## config.mk

```make
export PLATFORM = sky130hd
export DESIGN_NAME = bus_ctrl_6809
export DESIGN_NICKNAME = d
export VERILOG_FILES = /design/src/rtl/bus_ctrl_6809_pkg.sv /design/src/rtl/bus_ctrl_clkgen.sv /design/src/rtl/bus_ctrl_6809.sv
export SDC_FILE = /design/constraint.sdc
export NUM_CORES = 1
export LEC_CHECK = 0
export BUFFER_PORTS_ARGS = -buffer_cell sky130_fd_sc_hd__buf_4
export CORE_MARGIN = 2
export CORE_UTILIZATION = 39
export CTS_CLUSTER_DIAMETER = 150
export CTS_CLUSTER_SIZE = 28
export DETAILED_ROUTE_END_ITERATION = 7
export GPL_ROUTABILITY_DRIVEN = 1
export PLACE_DENSITY_LB_ADDON = 0.15
export SLEW_MARGIN = 5
export SYNTH_ARGS = -nofsm -noshare
export SYNTH_HDL_FRONTEND = slang
export SYNTH_SLANG_ARGS = --single-unit
```

## constraint.sdc

```tcl
create_clock -name i_clk -period 2.7 [get_ports i_clk]
set_input_delay 0.54 -clock i_clk [delete_from_list [all_inputs] [get_ports i_clk]]
set_output_delay 0.54 -clock i_clk [all_outputs]
set_load 0.05 [all_outputs]
```

## src/rtl/bus_ctrl_6809_pkg.sv

```systemverilog
// bus_ctrl_6809_pkg: phase encodings and default memory-map constants for the 6809E bus controller
package bus_ctrl_6809_pkg;

    typedef enum logic [1:0] {
        P0 = 2'd0,
        P1 = 2'd1,
        P2 = 2'd2,
        P3 = 2'd3
    } phase_t;

    localparam logic [15:0] DEF_IO_BASE      = 16'hD800;
    localparam logic [15:0] DEF_ROM_BASE     = 16'hE000;
    localparam int          DEF_IO_CHANNELS  = 4;
    localparam int          DEF_IO_SPAN_LOG2 = 8;
    localparam int          DEF_WAIT_W       = 3;
    localparam int          DEF_BANK_W       = 2;

    // One past the last I/O byte, kept 17 bits wide so a window ending at $FFFF still compares correctly.
    function automatic logic [16:0] io_end(logic [15:0] base, int channels, int span_log2);
        return {1'b0, base} + 17'(channels << span_log2);
    endfunction

endpackage

```

## src/rtl/bus_ctrl_clkgen.sv

```systemverilog
// bus_ctrl_clkgen: E/Q quadrature phase counter with wait-state and ready stretching of E-high
module bus_ctrl_clkgen
    import bus_ctrl_6809_pkg::*;
#(
    parameter int WAIT_W = DEF_WAIT_W
) (
    input  logic              i_clk,
    input  logic              i_reset_n,
    input  logic [WAIT_W-1:0] wait_val,
    input  logic              ready,
    output logic              eclk,
    output logic              qclk,
    output logic              stretch,
    output logic              e_fall,
    output phase_t            phase
);

    phase_t            phase_nx;
    logic [WAIT_W-1:0] cnt, cnt_nx;
    logic              stretch_nx;
    logic              hold;

    always_ff @(posedge i_clk or negedge i_reset_n) begin
        if (!i_reset_n) begin
            phase   <= P0;
            cnt     <= '0;
            stretch <= 1'b0;
        end else begin
            phase   <= phase_nx;
            cnt     <= cnt_nx;
            stretch <= stretch_nx;
        end
    end

    // P3 repeats while wait states remain or the device is not ready.
    always_comb begin
        phase_nx   = phase;
        cnt_nx     = cnt;
        stretch_nx = stretch;
        hold       = (cnt != '0) || !ready;
        case (phase)
            P0: phase_nx = P1;
            P1: begin
                phase_nx = P2;
                cnt_nx   = wait_val;
            end
            P2: phase_nx = P3;
            P3: begin
                phase_nx   = hold ? P3 : P0;
                stretch_nx = hold;
                cnt_nx     = cnt - WAIT_W'(cnt != '0);
            end
            default: phase_nx = P0;
        endcase
    end

    assign eclk   = (phase == P2) || (phase == P3);
    assign qclk   = (phase == P1) || (phase == P2);
    assign e_fall = (phase == P3) && !hold;

endmodule

```

## src/rtl/bus_ctrl_6809.sv

```systemverilog
// bus_ctrl_6809: 6809E E/Q clocks, RAM/ROM/I-O decode and per-region wait states.
// Define BUSCTRL_BANK_EN to turn the last I/O channel into a write-only ROM bank register.
module bus_ctrl_6809
    import bus_ctrl_6809_pkg::*;
#(
    parameter logic [15:0]                     IO_BASE      = DEF_IO_BASE,
    parameter int                              IO_CHANNELS  = DEF_IO_CHANNELS,
    parameter int                              IO_SPAN_LOG2 = DEF_IO_SPAN_LOG2,
    parameter logic [15:0]                     ROM_BASE     = DEF_ROM_BASE,
    parameter int                              WAIT_W       = DEF_WAIT_W,
    parameter logic [IO_CHANNELS*WAIT_W-1:0]   IO_WAITS     = '0,
    parameter logic [WAIT_W-1:0]               ROM_WAIT     = '0,
    parameter int                              BANK_W       = DEF_BANK_W
) (
    input  logic                   i_clk,
    input  logic                   i_reset_n,
    input  logic [15:0]            i_addr,
    input  logic                   i_rw,
    input  logic [7:0]             i_data,
    input  logic                   i_ready,
    output logic                   o_eclk,
    output logic                   o_qclk,
    output logic                   o_ramcs_n,
    output logic                   o_romcs_n,
    output logic [IO_CHANNELS-1:0] o_iord_n,
    output logic [IO_CHANNELS-1:0] o_iowr_n,
    output logic                   o_stretch,
    output logic [BANK_W-1:0]      o_rom_bank
);

    localparam logic [16:0] IO_END = io_end(IO_BASE, IO_CHANNELS, IO_SPAN_LOG2);
    localparam int          CH_W   = IO_CHANNELS > 1 ? $clog2(IO_CHANNELS) : 1;

    if (IO_END > {1'b0, ROM_BASE} || IO_CHANNELS < 1 || IO_CHANNELS > 8 ||
        (IO_CHANNELS & (IO_CHANNELS - 1)) != 0) begin : g_bad_map
        $error("bus_ctrl_6809: I/O window overlaps ROM or IO_CHANNELS is not a power of 2 in 1..8");
    end

    logic                   in_io;
    logic [15:0]            io_off;
    logic [CH_W-1:0]        ch;
    logic [IO_CHANNELS-1:0] io_sel, strb_sel;
    logic [WAIT_W-1:0]      wait_val;
    logic                   e_fall;
    phase_t                 phase;
    logic                   unused_ok;

    assign o_ramcs_n = !(i_addr < IO_BASE);
    assign o_romcs_n = !(i_addr >= ROM_BASE);
    assign in_io     = (i_addr >= IO_BASE) && ({1'b0, i_addr} < IO_END);
    assign io_off    = i_addr - IO_BASE;
    assign ch        = CH_W'(io_off >> IO_SPAN_LOG2);
    assign io_sel    = in_io ? IO_CHANNELS'(1) << ch : '0;
    assign wait_val  = !o_romcs_n ? ROM_WAIT : in_io ? IO_WAITS[ch*WAIT_W +: WAIT_W] : '0;

    bus_ctrl_clkgen #(.WAIT_W(WAIT_W)) u_clkgen (
        .i_clk     (i_clk),
        .i_reset_n (i_reset_n),
        .wait_val  (wait_val),
        .ready     (i_ready),
        .eclk      (o_eclk),
        .qclk      (o_qclk),
        .stretch   (o_stretch),
        .e_fall    (e_fall),
        .phase     (phase)
    );

`ifdef BUSCTRL_BANK_EN
    assign strb_sel = io_sel & ~(IO_CHANNELS'(1) << (IO_CHANNELS - 1));

    // Data from the CPU is valid at the falling edge of E, so latch on P3->P0.
    always_ff @(posedge i_clk or negedge i_reset_n) begin
        if (!i_reset_n)
            o_rom_bank <= '0;
        else if (e_fall && io_sel[IO_CHANNELS-1] && !i_rw)
            o_rom_bank <= i_data[BANK_W-1:0];
    end
`else
    assign strb_sel   = io_sel;
    assign o_rom_bank = '0;
`endif

    assign o_iord_n  = ~(strb_sel & {IO_CHANNELS{o_eclk & i_rw}});
    assign o_iowr_n  = ~(strb_sel & {IO_CHANNELS{o_eclk & !i_rw}});
    assign unused_ok = ^{i_data, phase, e_fall};

endmodule

```

Yosys cells after proc, flatten, opt, wreduce, memory -nomap -nowiden. Index checks and enable logic that the tools add are counted.

Flip-flop bits (word level): 6. Bits of input ports: 28. Output and inout bits: 15.

Add/subtract/negate cells: 2. Multiply operators: 1. $lt $le $gt $ge: 4. Equal/unequal tests: 3. Shift-type cells: 2. Muxes and demuxes: 6. Bitwise gates (word level): 6. Reduce and logical (&&, ||, !) cells: 11.

Operators by type and width (number): 16-bit >= comparator (second input constant) (2); 16-bit < comparator (second input constant) (2); 12-bit by 5-bit indexed part select with 3-bit output (first input constant) (1); 10-bit by 1-bit subtractor with 10-bit output (second input constant) (1); 4-bit AND (2); 4-bit NOT (2); 2-bit case mux with 4 select lines (1); 3-bit two-way mux (2); 3-bit case mux with 2 select lines (1); 2-bit == test (second input constant) (2); 1-bit logical NOT (4); 2-bit by 2-bit multiplier with 4-bit output (second input constant) (1); 4-bit two-way mux (1); 1-bit by 2-bit left shift with 4-bit output (first input constant) (1); 1-bit logical OR (3); 3-bit nonzero test (1); 3-bit by 1-bit subtractor with 3-bit output (1); 1-bit AND (2); 2-bit by 1-bit == test with 1-bit output (second input constant) (1); 2-bit logical NOT (1); 2-bit two-way mux (1); 2-bit nonzero test (1); 1-bit logical AND (1).

Longest topological paths before layout.
Depth after elaboration: 6. Mapped depth: 5.

Modules after synthesis. From an unflattened synthesis, not the netlist that was laid out.

Cell total of the unflattened synthesis: 58. Area total of the unflattened synthesis: 536.8 um^2.

Modules (own cells, without submodules): bus_ctrl_clkgen (instances 1, cells each 35, area each 390.4 um^2); bus_ctrl_6809 (instances 1, cells each 23, area each 146.4 um^2).

Least setup slack after synthesis. OpenSTA, ideal clock, no wires.

Path kind: register -> output. Start: register u_clkgen.phase[0]. End: output o_iowr_n[2]. Arrival time: 1.424 ns. Data required time: 2.160 ns. Setup slack: 0.736 ns. Stages on the path, launching flop included: 5. Path buffers: 0. Path through: dfrtp_1 > inv_1 > ha_1 > o211a_1 > nand4b_1.

Cells in the longest elaborated chain, start to end: 5. Elaborated cells between the ends (all ways): 6. Those cells by class: eq/ne: 2; bitwise: 3; reduce/logical: 1.

Ends and longest elaborated chain: start, declared (RTL line bus_ctrl_clkgen.sv:15) `output phase_t phase`; start signal, assigned (RTL line bus_ctrl_clkgen.sv:29) `phase <= phase_nx;`; 2-bit == test (RTL line bus_ctrl_clkgen.sv:57) `assign eclk = (phase == P2) || (phase == P3);`; 1-bit logical OR (*) (RTL line bus_ctrl_clkgen.sv:57); 1-bit AND (*) (RTL line bus_ctrl_6809.sv:84) `assign o_iowr_n = ~(strb_sel & {IO_CHANNELS{o_eclk & !i_rw}});`; 4-bit AND (*) (RTL line bus_ctrl_6809.sv:84); 4-bit NOT (*) (RTL line bus_ctrl_6809.sv:84); end, declared (RTL line bus_ctrl_6809.sv:26) `output logic [IO_CHANNELS-1:0] o_iowr_n,`.

Mark *: on every way between the ends. The rest lies on a longest branch, timed or not.

Final worst setup path.
Start: register u_clkgen.phase[0]. End: output o_iord_n[2].

Cells in the longest elaborated chain, start to end: 5. Elaborated cells between the ends (all ways): 6. Those cells by class: eq/ne: 2; bitwise: 3; reduce/logical: 1.

Ends and longest elaborated chain: 2-bit == test (RTL line bus_ctrl_clkgen.sv:57); 1-bit logical OR (*) (RTL line bus_ctrl_clkgen.sv:57); 1-bit AND (*) (RTL line bus_ctrl_6809.sv:83) `assign o_iord_n = ~(strb_sel & {IO_CHANNELS{o_eclk & i_rw}});`; 4-bit AND (*) (RTL line bus_ctrl_6809.sv:83); 4-bit NOT (*) (RTL line bus_ctrl_6809.sv:83); end, declared (RTL line bus_ctrl_6809.sv:25) `output logic [IO_CHANNELS-1:0] o_iord_n,`.

Marked as above.

==> results by stage <==
Run status:
- The run finished with clean final reports.

STA:
- The post-layout worst setup margin is ~0.53 ns.
- The worst path needs ~2.2 ns of the cycle, external delays included.
- In the final timing run, aggregate negative setup slack is 0 ns.
- The final number of hold-violating endpoints is 0.
- The worst path uses about four fifths of the clock period.
- Setup violations remaining at the end of the flow were counted as 0.
- Derived from the worst setup path, the maximum achievable clock frequency is roughly 460 MHz.
- Clock skew on the completed layout was measured at 0.000868 ns.
- Setup repair after global routing left no endpoint under its margin.
- The number of pins with negative max-slew slack in the final report is 0.

Pwr:
- The clock network burns approximately 14% of the power.
- The internal portion of the total power is 0.283 mW.
- Combinational logic burns about 61% of the power.
- The switching part of the total is about half.
- VDD sags by at most ~670 uV.
- Summed over all nets, the switching power comes to 0.283 mW.
- The total power consumption of the routed design is ~0.57 mW.
- The sequential fraction of design power is about a quarter.
- The power density normalized to cell area is between 700 and 800 nW/um^2.
- For this design the static power due to leakage is 0.345 nW.

Place:
- The congestion estimate from routability-driven global placement came to between 0.5 and 0.6.
- Buffers placed on the I/O ports in this run total 24.
- OpenSTA, run right after detailed placement, puts the worst setup slack at ~0.76 ns.
- The sum of net half-perimeters after detailed placement is 894 um.

Global routing:
- Entering global routing, the biggest net connects 9 pins.
- Global routing consumed, over all layers together, about 17% of the routing resources.
- The total overflow left after global routing is 0.
- The number of global-route vias before repair was 422.
- The number of antenna violations at the first check in global routing is 0.
- The first global-routing pass estimated roughly 1700 um of wire.

Critical path:
- The maximum single-stage delay on the critical path is about 0.4 ns.
- The signal on the critical path passes through inv_1 > ha_1 > o211a_1 > nand4b_1 > buf_4.
- The kind of cell with the highest combined delay along the critical path is flip-flops.
- The number of buffers and inverters on the critical path is 2.
- The slowest stage of the critical path belongs to the cell sky130_fd_sc_hd__dfrtp_1.
- The startpoint class of the critical path is a flop.
- The data required time of the worst path is ~2.2 ns.
- Data on the critical path arrives at its endpoint at ~1.6 ns.
- Of all nets on the critical path, the largest fanout is 8.
- The critical setup path kind is flop to output pin.
- The element type at the critical path end is an output pin.

Floorplanning:
- The initial utilization of the core area, before any placement, comes to 40.4%.
- The count of standard-cell rows is 13.
- The total I/O pin count is 43.
- The overall die area is 1620 um^2.
- The floorplan step set the die height to between 40 and 50 um.
- The area inside the core boundary is around 1300 um^2.
- The width of the die is 40.3 um.

Yosys:
- In the post-synthesis netlist, the biggest area contributors are sky130_fd_sc_hd__dfrtp_1 29%, sky130_fd_sc_hd__ha_1 15%, sky130_fd_sc_hd__nand4b_1 6.8%, sky130_fd_sc_hd__nand2b_1 4.9%, sky130_fd_sc_hd__nand4_1 4.9%.
- sky130_fd_sc_hd__dfrtp_1 takes more of the synthesized area than any other cell.
- In this run the cell area of the synthesized design comes to 513 um^2.
- The fraction of registers with async set/reset is 100%.
- The post-synthesis cell count is 55.
- The share of the synthesized area in the top cell type is 29.3%.
- A synthesized cell averages roughly 9.3 um^2.
- The synthesized design contains 6 register bits.
- Ranked by instance count, the synthesized netlist is headed by 6 x sky130_fd_sc_hd__dfrtp_1, 6 x sky130_fd_sc_hd__ha_1, 5 x sky130_fd_sc_hd__inv_1.
- Yosys mapped a number of flops with a built-in enable equal to 0.
- The most common flop cell mapped by yosys is sky130_fd_sc_hd__dfrtp_1.
- The count of synthesis-stage warnings from yosys is 0.
- Sequential elements use 29.3% of the synthesized area.
- The distinct cell type count after synthesis is 24.

Clocking:
- The post-cts hold buffer count is 0.
- Clock tree synthesis inserted a total of 3 buffers.
- The buffer cell driving the clock tree root is sky130_fd_sc_hd__clkbuf_4.
- The TritonCTS sink count is 6.
- CTS built an H-tree with a depth of 1.
- The longest clock path from root to sink contains 2 buffers.
- After clock tree synthesis, the setup repair step added 0 buffers.
- Clock-pin slew was measured on the worst setup and hold paths at roughly 0.040 ns.
- The post-CTS resize count is 0.
- The CTS tree is built.
- The later pin in the worst-skew pair is clocked with a latency of roughly 0.24 ns.

Detailed routing:
- The via count of the routed design is between 400 and 500.
- The number of design rule violations left after detail routing is 0.
- After detailed routing, the average wire length per cell comes to 11.4 um.
- The via density per instance is slightly below 5.
- The first routing iteration left 3 violations.
- After detailed routing, the total wire length is between 1000 and 1500 um.
- In this run the remaining antenna-violating nets after routing total 0.
- The number of iterations in the first detailed-routing pass is 2.

Finish:
- Of the cells placed in the final design, the portion with a size suffix greater than 1 is about 36%.
- Compared with the post-synthesis result, the final layout area differs by 39.5%.
- At the end of the flow, the number of nets in the layout was about 120.
- 0 antenna diodes ended up in the layout.

Hold path:
- In this run the worst hold path is classified as input pin to async pin.

Flow run:
- The number of violations of the max-capacitance limit is 0.
-- flip-flops by register name, summed over array words and instances, names as in the netlist --
signal and count:
u_clkgen.phase 2, u_clkgen.cnt 3, u_clkgen.stretch 1
-- kinds of logic after synthesis --
family,synth area share (%)
other cells,0.731
xor+xnor,1.71
fa+ha+maj,14.6
buf+inv,8.05
flops,29.3
mux,1.95
simple gates,33.7
compound gates,10.0
-- cell usage in the layout (no fill, tap or decap), drive strengths merged --
cell type	synthesis	routed
o21ai	2	2
conb	1	2
nor2b	2	2
nor2	3	3
nand3	1	1
or2	1	1
inv	5	5
ha	6	6
nand2	1	1
clkbuf	0	3
and2	1	1
xnor2	1	1
nor4b	1	1
or3	1	1
nand4b	4	4
nand2b	4	4
a21oi	1	1
o211a	1	1
o31ai	1	1
mux2i	1	1
dfrtp	6	6
and4bb	1	1
o22ai	3	3
buf	3	24
nand4	4	4
-- cell type report --
type                    instances  area [um^2]
clock buffers                   3         22.5
fillers                       128          553
inverters                       5         18.8
multi-input cells              42          325
flip-flops and latches          6          150
well taps                      15         18.8
repair buffers                 24          180
-- power groups by stage --
stage,clock (mW),combinational [mW],sequential [mW]
final,0.0816,0.345,0.139
after detailed placement,0,0.348,0.139
after CTS,0.0857,0.348,0.138
after global routing,0.0868,0.380,0.141
after floorplan,0,0.239,0.158
after global placement,0,0.346,0.137
-- per-stage QoR --
| step | util (%) | area (um^2) | std cells | hold WS (ns) |
|---|---|---|---|---|
| final | 56.4 | 716 | 95 | 0.0939 |
| after global routing | 56.4 | 716 | 95 | 0.0911 |
| after CTS | 56.4 | 716 | 95 | 0.0865 |
| after detailed placement | 54.6 | 693 | 92 | 0.350 |
| after global placement | 54.6 | 693 | 92 | 0.351 |
| after floorplan | - | 517 | 56 | 0.244 |
-- path summary, 6_finish.rpt --
check	startpoint	slack, ns	cells past startpoint	to
max	u_clkgen.phase[0]	0.53	5	o_iord_n[2]
max reg2reg	u_clkgen.cnt[1]	1.13	5	u_clkgen.cnt[2]
max in group asynchronous	i_reset_n	2.49	1	u_clkgen.cnt[2]
min in group i_clk	u_clkgen.stretch	0.50	2	u_clkgen.stretch
min	i_reset_n	0.09	1	u_clkgen.cnt[1]
min reg2reg	u_clkgen.stretch	0.50	2	u_clkgen.stretch
-- per-layer routing --
layer	wire length [um]	vias to the layer above	GRT usage, %
met5	0	-	0
met4	12	0	12.5
met3	68	2	3.33
met2	531	15	27.4
met1	467	211	20.1
li1	-	244	-
Note: power is estimated with default switching activity, not from simulation.
